==> src/rtl/instruction_fetch_pkg.sv <==
// Shared constants, FSM encoding and opcode helper for the instruction fetch
// sequencer and its bench.
package instruction_fetch_pkg;

    localparam int PC_W        = 8;
    localparam int DATA_W      = 16;
    localparam int MEM_DEPTH   = 1 << PC_W;
    localparam int ACK_TIMEOUT = 4;
    localparam int CNT_W       = 3;

    localparam logic [2:0] HALT_OPCODE = 3'b111;

    typedef enum logic [2:0] {
        S_IDLE      = 3'd0,
        S_FETCH     = 3'd1,
        S_LOAD      = 3'd2,
        S_START     = 3'd3,
        S_WAIT_BUSY = 3'd4,
        S_WAIT_DONE = 3'd5,
        S_HALT      = 3'd6
    } state_t;

    function automatic logic is_halt(input logic [DATA_W-1:0] word);
        return word[15:13] == HALT_OPCODE;
    endfunction

endpackage

==> src/rtl/instruction_fetch_mem.sv <==
// 256x16 program store: synchronous write port, synchronous registered read port.
module instr_mem
    import instruction_fetch_pkg::*;
(
    input  logic              clk,
    input  logic              i_reset,
    input  logic              i_we,
    input  logic [PC_W-1:0]   i_waddr,
    input  logic [DATA_W-1:0] i_wdata,
    input  logic              i_re,
    input  logic [PC_W-1:0]   i_raddr,
    output logic [DATA_W-1:0] o_rdata
);

    logic [DATA_W-1:0] r_mem [MEM_DEPTH];
    logic [DATA_W-1:0] r_rdata;

    // NOTE: the array has no reset on purpose; program contents must survive reset.
    always_ff @(posedge clk) begin
        if (i_we) begin
            r_mem[i_waddr] <= i_wdata;
        end
    end

    // The read register doubles as the instruction register, so it alone is cleared.
    always_ff @(posedge clk) begin
        if (i_reset) begin
            r_rdata <= '0;
        end else if (i_re) begin
            r_rdata <= r_mem[i_raddr];
        end
    end

    assign o_rdata = r_rdata;

endmodule

==> src/rtl/instruction_fetch.sv <==
// Fetch/start sequencer: fetches words from instr_mem, hands them to the core
// with load/s strobes and waits for the core's busy/done handshake on w.
module instruction_fetch
    import instruction_fetch_pkg::*;
(
    input  logic              clk,
    input  logic              reset,
    input  logic              run,
    input  logic              w,
    input  logic              prog_we,
    input  logic [PC_W-1:0]   prog_addr,
    input  logic [DATA_W-1:0] prog_data,
    output logic [DATA_W-1:0] instr,
    output logic              load,
    output logic              s,
    output logic [PC_W-1:0]   pc,
    output logic              halted,
    output logic              err
);

    state_t            r_state;
    state_t            w_next;
    logic [PC_W-1:0]   r_pc;
    logic              r_err;
    logic [CNT_W-1:0]  r_cnt;
    logic [DATA_W-1:0] w_rdata;
    logic              w_mem_we;
    logic              w_timeout;

    assign w_mem_we  = !reset && (r_state == S_IDLE) && prog_we;
    assign w_timeout = (r_state == S_WAIT_BUSY) && w && (r_cnt == CNT_W'(ACK_TIMEOUT - 1));

    instr_mem u_mem (
        .clk     (clk),
        .i_reset (reset),
        .i_we    (w_mem_we),
        .i_waddr (prog_addr),
        .i_wdata (prog_data),
        .i_re    (r_state == S_FETCH),
        .i_raddr (r_pc),
        .o_rdata (w_rdata)
    );

    // NOTE: default assigned first so no path through this block infers a latch.
    always_comb begin
        w_next = r_state;
        case (r_state)
            S_IDLE:      if (run && !prog_we) w_next = S_FETCH;
            S_FETCH:     w_next = S_LOAD;
            S_LOAD:      w_next = is_halt(w_rdata) ? S_HALT : S_START;
            S_START:     w_next = S_WAIT_BUSY;
            S_WAIT_BUSY: begin
                if (!w)             w_next = S_WAIT_DONE;
                else if (w_timeout) w_next = S_IDLE;
            end
            S_WAIT_DONE: if (w) w_next = run ? S_FETCH : S_IDLE;
            S_HALT:      w_next = S_HALT;
            default:     w_next = S_IDLE;
        endcase
    end

    // NOTE: non-blocking assignments keep every register sampling pre-edge values.
    always_ff @(posedge clk) begin
        if (reset) begin
            r_state <= S_IDLE;
            r_pc    <= '0;
            r_err   <= 1'b0;
            r_cnt   <= '0;
        end else begin
            r_state <= w_next;
            if (r_state == S_IDLE && w_next == S_FETCH) begin
                r_err <= 1'b0;
            end
            if (r_state == S_LOAD && !is_halt(w_rdata)) begin
                r_pc <= r_pc + 1'b1;
            end
            if (r_state == S_START) begin
                r_cnt <= '0;
            end else if (r_state == S_WAIT_BUSY && w) begin
                r_cnt <= r_cnt + 1'b1;
                if (w_timeout) r_err <= 1'b1;
            end
        end
    end

    assign instr  = w_rdata;
    assign load   = (r_state == S_LOAD) && !is_halt(w_rdata);
    assign s      = (r_state == S_START);
    assign halted = (r_state == S_HALT);
    assign pc     = r_pc;
    assign err    = r_err;

endmodule

==> config.mk <==
export PLATFORM = sky130hd
export DESIGN_NAME = instruction_fetch
export DESIGN_NICKNAME = d
export VERILOG_FILES = /design/src/rtl/instruction_fetch_pkg.sv /design/src/rtl/instruction_fetch_mem.sv /design/src/rtl/instruction_fetch.sv
export SDC_FILE = /design/constraint.sdc
export NUM_CORES = 2
export LEC_CHECK = 0
export CAP_MARGIN = 30
export CORE_ASPECT_RATIO = 2
export CORE_UTILIZATION = 45
export DETAILED_ROUTE_END_ITERATION = 16
export RECOVER_POWER = 25
export SETUP_SLACK_MARGIN = 0.4
export SYNTH_ARGS = -nofsm -noshare
export SYNTH_HDL_FRONTEND = slang
export SYNTH_SLANG_ARGS = --single-unit
export TNS_END_PERCENT = 5
==> constraint.sdc <==
create_clock -name clk -period 4.5 [get_ports clk]
set_clock_uncertainty 0.2 [all_clocks]
set_input_delay 0.9 -clock clk [delete_from_list [all_inputs] [get_ports clk]]
set_output_delay 0.9 -clock clk [all_outputs]
set_load 0.005 [all_outputs]
Word-level counts from Yosys, hierarchy flattened:

Memories as Yosys holds them, arrays and structs flattened. A register that Yosys moved wholly into a read port is not among the register bits.
Index checks and enable logic that the tools add are counted.

* latch bits: 0
* memories: 1
* bits in read-only memories: 0
* logic and storage cells: 41
* bits in registers: 15
* output and inout bits: 28
* input bits: 29
* bits in writable memories: 4096

* div/mod/pow operators: 0
* bitwise logic cells: 0
* add/subtract/negate cells: 2
* equality and inequality tests: 9
* shift-type cells: 0
* mux-type cells: 13
* multipliers: 0
* reduce and logical (&&, ||, !) cells: 12
* order comparisons: 0

Memory list
* u_mem.r_mem: words 256, width 16, read ports 1, clocked after Yosys merged registers in 1, wr ports 1, RTL line instruction_fetch_mem.sv:15 `logic [DATA_W-1:0] r_mem [MEM_DEPTH];`

Operators with widths (number)
* $pmux 3 s7: 1
* $mux 3: 5
* $eq 3x3->1 const B: 4
* $eq 3x2->1 const B: 3
* $add 8x1->8 const B: 1
* $logic_and 1x1->1: 7
* $mux 1: 7
* $eq 3x1->1 const B: 2
* $add 3x1->3 const B: 1
* $logic_not 1->1: 3
* $logic_not 3->1: 1
* $reduce_or 2->1: 1

Logic depth before layout (Yosys ltp):

* depth in word-level cells: 12
* gate-level depth with buffers: 13
* mapped depth without buffers: 7

By module:

From an unflattened synthesis, not the netlist that was laid out.

* cell total of the unflattened synthesis: 7677
* area total of the unflattened synthesis: 159772.0 sq um

By module, submodules not included
* instr_mem: times used 1, seq. area each 123318.3 sq um, cells each 7586, area each 158948.7 sq um
* instruction_fetch: times used 1, seq. area each 300.3 sq um, cells each 91, area each 823.3 sq um

Least setup slack after synthesis:

No wires, ideal clock.

* kind: input port to flip-flop
* start: input port reset
* end: memory u_mem.r_mem[54][0] (enable)
* arrival: 2.750 ns
* slack: 1.162 ns
* buffers on the path: 1
* stages on the path: 5
* path through: nor3b_1 nor3b_1 nand3_1 clkbuf_1 nor2_1

* word-level cells in the longest chain between the ends: 5

RTL lines
* start, declared: RTL line instruction_fetch.sv:7 `input logic reset,`
* $logic_not 1->1: RTL line instruction_fetch.sv:30 `assign w_mem_we = !reset && (r_state == S_IDLE) && prog_we;`
* $logic_and 1x1->1 (2 in a row): RTL line instruction_fetch.sv:30
* $mux 1: RTL line instruction_fetch_mem.sv:20 `if (i_we) begin`
* $mux 1 (implied by the code): RTL line instruction_fetch_mem.sv:21 `r_mem[i_waddr] <= i_wdata;`
* end, declared: RTL line instruction_fetch_mem.sv:15

No other way between the ends.

Worst setup path in the final report:

* start: input port prog_data[7]
* end: memory u_mem.r_mem[238][7], data pin

RTL lines
* start, declared: RTL line instruction_fetch.sv:12 `input logic [DATA_W-1:0] prog_data,`

No word-level cell before the write port.

==> out/summary.json <==
{
  "status": {"value": "finished, violations left"},
  "failing_checks": {"value": "capacitance limit, slew limit"},
  "maxSlewHeadroom": {"value": -1.54},
  "fp.dieArea": {"value": 357000, "unit": "sq um"},
  "edff_count_synth": {"value": 4096},
  "maximum_net_fanout_on_the_critical_path": {"value": 83},
  "maxClockFrequency": {"value": 231, "unit": "MHz"},
  "drtPass1Iterations": {"value": 9},
  "setup_repair_after_global_routing_missed_its_margin": {"value": "true"},
  "critPathMaxStageDelay": {"value": 1.68, "unit": "ns"},
  "critical_path_data_arrival_time": {"value": 4.57, "unit": "ns"},
  "layoutNonFillerInstCount": {"value": 13066},
  "ant_nets": {"value": 0},
  "hold_buffers": {"value": 0},
  "crit_required": {"value": 4.74, "unit": "ns"},
  "track_usage": {"value": 0.283},
  "area_fraction_in_compound_gates_after_synthesis": {"value": 0.0314},
  "synth.yosys.seq_area_share": {"value": 0.775},
  "routed_wire_length_per_instance": {"value": 39.1, "unit": "um"},
  "power.static_leakage": {"value": 55.8, "unit": "nW"},
  "io_buffers": {"value": 56},
  "power_density": {"value": 416, "unit": "nW/um^2"},
  "synth_simple_gate_area_share": {"value": 0.0192},
  "timing.critical_path.buf_inv": {"value": 2},
  "grt_pass1_vias": {"value": 83333},
  "layout_cell_share_with_drive_strength_beyond_1": {"value": 0.286},
  "critical_path.endpoint_type": {"value": "register"},
  "postLayoutCoreUtil": {"value": 0.517},
  "netlist_area": {"value": 160000, "unit": "sq um"},
  "synth-warning-count": {"value": 0},
  "cts_max_level": {"value": 5},
  "ioPinCount": {"value": 57},
  "timing_hold_violations_final": {"value": 0},
  "synth_top_flop_cell": {"value": "sky130_fd_sc_hd__edfxtp_1"},
  "ys_ff_latch": {"value": 4127},
  "final_cell_mix": {"value": "4096 x sky130_fd_sc_hd__edfxtp_1, 910 x sky130_fd_sc_hd__mux4_2, 678 x sky130_fd_sc_hd__buf_4"},
  "timing_worst_slew_pin_value": {"value": 3.81, "unit": "ns"},
  "synth_cell_types": {"value": 79},
  "clk_pin_slew": {"value": 0.07, "unit": "ns"},
  "crit_path_cell_trace": {"value": "clkbuf_2 > dlymetal6s2s_1"},
  "drv_slew": {"value": 1798},
  "synth_top_family_by_area": {"value": "multiplexers"},
  "average_instance_area_after_synthesis": {"value": 21.8, "unit": "sq um"},
  "async_reset_ff_frac": {"value": 0},
  "drt_wl_total": {"value": 511000, "unit": "um"},
  "grt_first_pass_wirelength": {"value": 692000, "unit": "um"},
  "worstSkewPairLatency": {"value": 0.96, "unit": "ns"},
  "cts_made_buffers": {"value": 339},
  "setup_viol": {"value": 0},
  "die-width": {"value": 423, "unit": "um"},
  "dp.final_hpwl": {"value": 332000, "unit": "um"},
  "detail_route.drc_violations": {"value": 0},
  "crit_path_top_delay_cell": {"value": "sky130_fd_sc_hd__clkbuf_2"},
  "layout.cells.most_common": {"value": "sky130_fd_sc_hd__edfxtp_1"},
  "global_route.overflow_total": {"value": 0},
  "worstSetupPathType": {"value": "primary input to register"},
  "start_kind": {"value": "primary input"},
  "clock_sink_count": {"value": 4127},
  "synthAdderAreaFrac": {"value": 0.000235},
  "post_drt_via_cell_ratio": {"value": 6.33},
  "initial_utilization": {"value": 0.453},
  "final_period_minus_worst_setup_slack": {"value": 4.33, "unit": "ns"},
  "floorplan.die.height": {"value": 844, "unit": "um"},
  "detailroute.via_count": {"value": 82723},
  "largest_net_degree_at_the_start_of_global_routing": {"value": 125},
  "clock-root-buffer": {"value": "sky130_fd_sc_hd__clkbuf_16"},
  "vdd_drop_max": {"value": 0.296, "unit": "mV"},
  "place_congestion": {"value": 0.981},
  "grt_antenna_before_repair": {"value": 36},
  "num-nets-final": {"value": 8171},
  "final.period_utilization": {"value": 0.963},
  "synth_xor_area_frac": {"value": 0.000439},
  "cts_buffer_depth": {"value": 4},
  "synth_nets": {"value": 7362},
  "core": {"value": 352000, "unit": "sq um"},
  "drv_cap": {"value": 22},
  "portion_of_netlist_area_occupied_by_mux_cells": {"value": 0.156},
  "placed_cells_incl_taps": {"value": 12435},
  "detail_route.iter0.violations": {"value": 10420},
  "cpLargestDelayFamily": {"value": "buffers and inverters"},
  "whs": {"value": 0.296, "unit": "ns"},
  "min-delay-path-class": {"value": "register to register"},
  "number_of_instances_in_the_synthesized_netlist": {"value": 7330},
  "placementRows": {"value": 308},
  "syn2layout_area_growth": {"value": 14.2, "unit": "%"},
  "cts_tree": {"value": "done"}
}
[tightest hold or removal path, stage by stage, from the launching register on]
cell                      delay [ns]
sky130_fd_sc_hd__dfxtp_1        0.31
sky130_fd_sc_hd__o21ai_0        0.08
sky130_fd_sc_hd__a21oi_1        0.07
[cells by family (layout without fill, tap and decap cells)]
family | after synthesis | count (layout)
adder cells (fa/ha/maj) | 3 | 3
AO/OA/AOI/OAI | 700 | 700
other | 0 | 23
multiplexers | 1340 | 1340
XOR/XNOR | 8 | 8
AND/OR/NAND/NOR | 714 | 714
flip-flops | 4127 | 4127
buffers and inverters | 438 | 1501
[sequential cells by signal (all words and copies together) (netlist names)]
name,cells
r_state,3
err,1
u_mem.r_mem,4096
pc,8
u_mem.o_rdata,16
r_cnt,3
[path summary, 6_finish.rpt]
| kind | start | endpoint | slack (ns) | cells after the start |
|---|---|---|---|---|
| max | prog_data[7] | u_mem.r_mem[238][7]$_DFFE_PP_ | 0.17 | 2 |
| min | err$_SDFF_PP0_ | err$_SDFF_PP0_ | 0.30 | 2 |
| max reg2reg | pc[1]$_SDFFE_PP0P_ | u_mem.o_rdata[3]$_SDFFE_PP0N_ | 0.17 | 12 |
| min reg2reg | err$_SDFF_PP0_ | err$_SDFF_PP0_ | 0.30 | 2 |
[through the flow]
| stage | setup slack [ns] | TNS [ns] | instance area (sq um) | power [mW] |
|---|---|---|---|---|
| floorplan | 1.16 | 0 | 160000 | 45.1 |
| global placement | -0.547 | -1.46 | 171000 | 46.8 |
| detailed placement | -0.180 | -0.345 | 171000 | 46.9 |
| CTS | 0.248 | 0 | 182000 | 76.1 |
| global route | 0.183 | 0 | 182000 | 77.4 |
| finish | 0.169 | 0 | 182000 | 75.8 |
[what timing repair did]
action                                  in CTS  in global routing
endpoints found under the setup margin      17                  6
gates cloned                                 0                  0
pin swaps                                    0                  0
gates resized for setup                      2                  4
buffers inserted                             6                  0
[cell type report]
cell class              instances  area (sq um)
clock buffers                 402          8900
inverters                       8          45.0
multi-input cells            2765         33400
repair buffers                898          8440
fillers                     27395        170000
clock inverters               193          1880
diodes                         23          57.6
well taps                    4650          5820
flip-flops and latches       4127        124000
[cell usage after synthesis (all sizes together) (31+ instances only)]
| master | instances | share of area |
|---|---|---|
| a211oi | 40 | 0.0019 |
| a21oi | 138 | 0.0043 |
| a221oi | 77 | 0.0043 |
| a22oi | 63 | 0.0030 |
| buf | 287 | 0.015 |
| clkbuf | 143 | 0.0034 |
| dfxtp | 31 | 0.0039 |
| edfxtp | 4096 | 0.77 |
| mux2i | 413 | 0.026 |
| mux4 | 910 | 0.13 |
| nand2 | 189 | 0.0044 |
| nand3 | 51 | 0.0016 |
| nor2 | 350 | 0.0082 |
| nor3 | 34 | 0.0011 |
| o21ai | 94 | 0.0029 |
| o221ai | 67 | 0.0037 |
| o22ai | 38 | 0.0015 |
[per-layer routing]
metal | routed length (um) | vias up | GRT usage
li1 | - | 32479 | -
met1 | 166000 | 44447 | 0.315
met2 | 260000 | 4504 | 0.488
met3 | 39100 | 1265 | 0.0488
met4 | 45400 | 28 | 0.208
met5 | 188 | - | 0
[power by group]
part | internal (mW) | switching, mW
clock network | 16.0 | 13.8
logic | 1.45 | 2.27
registers | 42.3 | 0.0408
(Power assumes the default switching activity.)
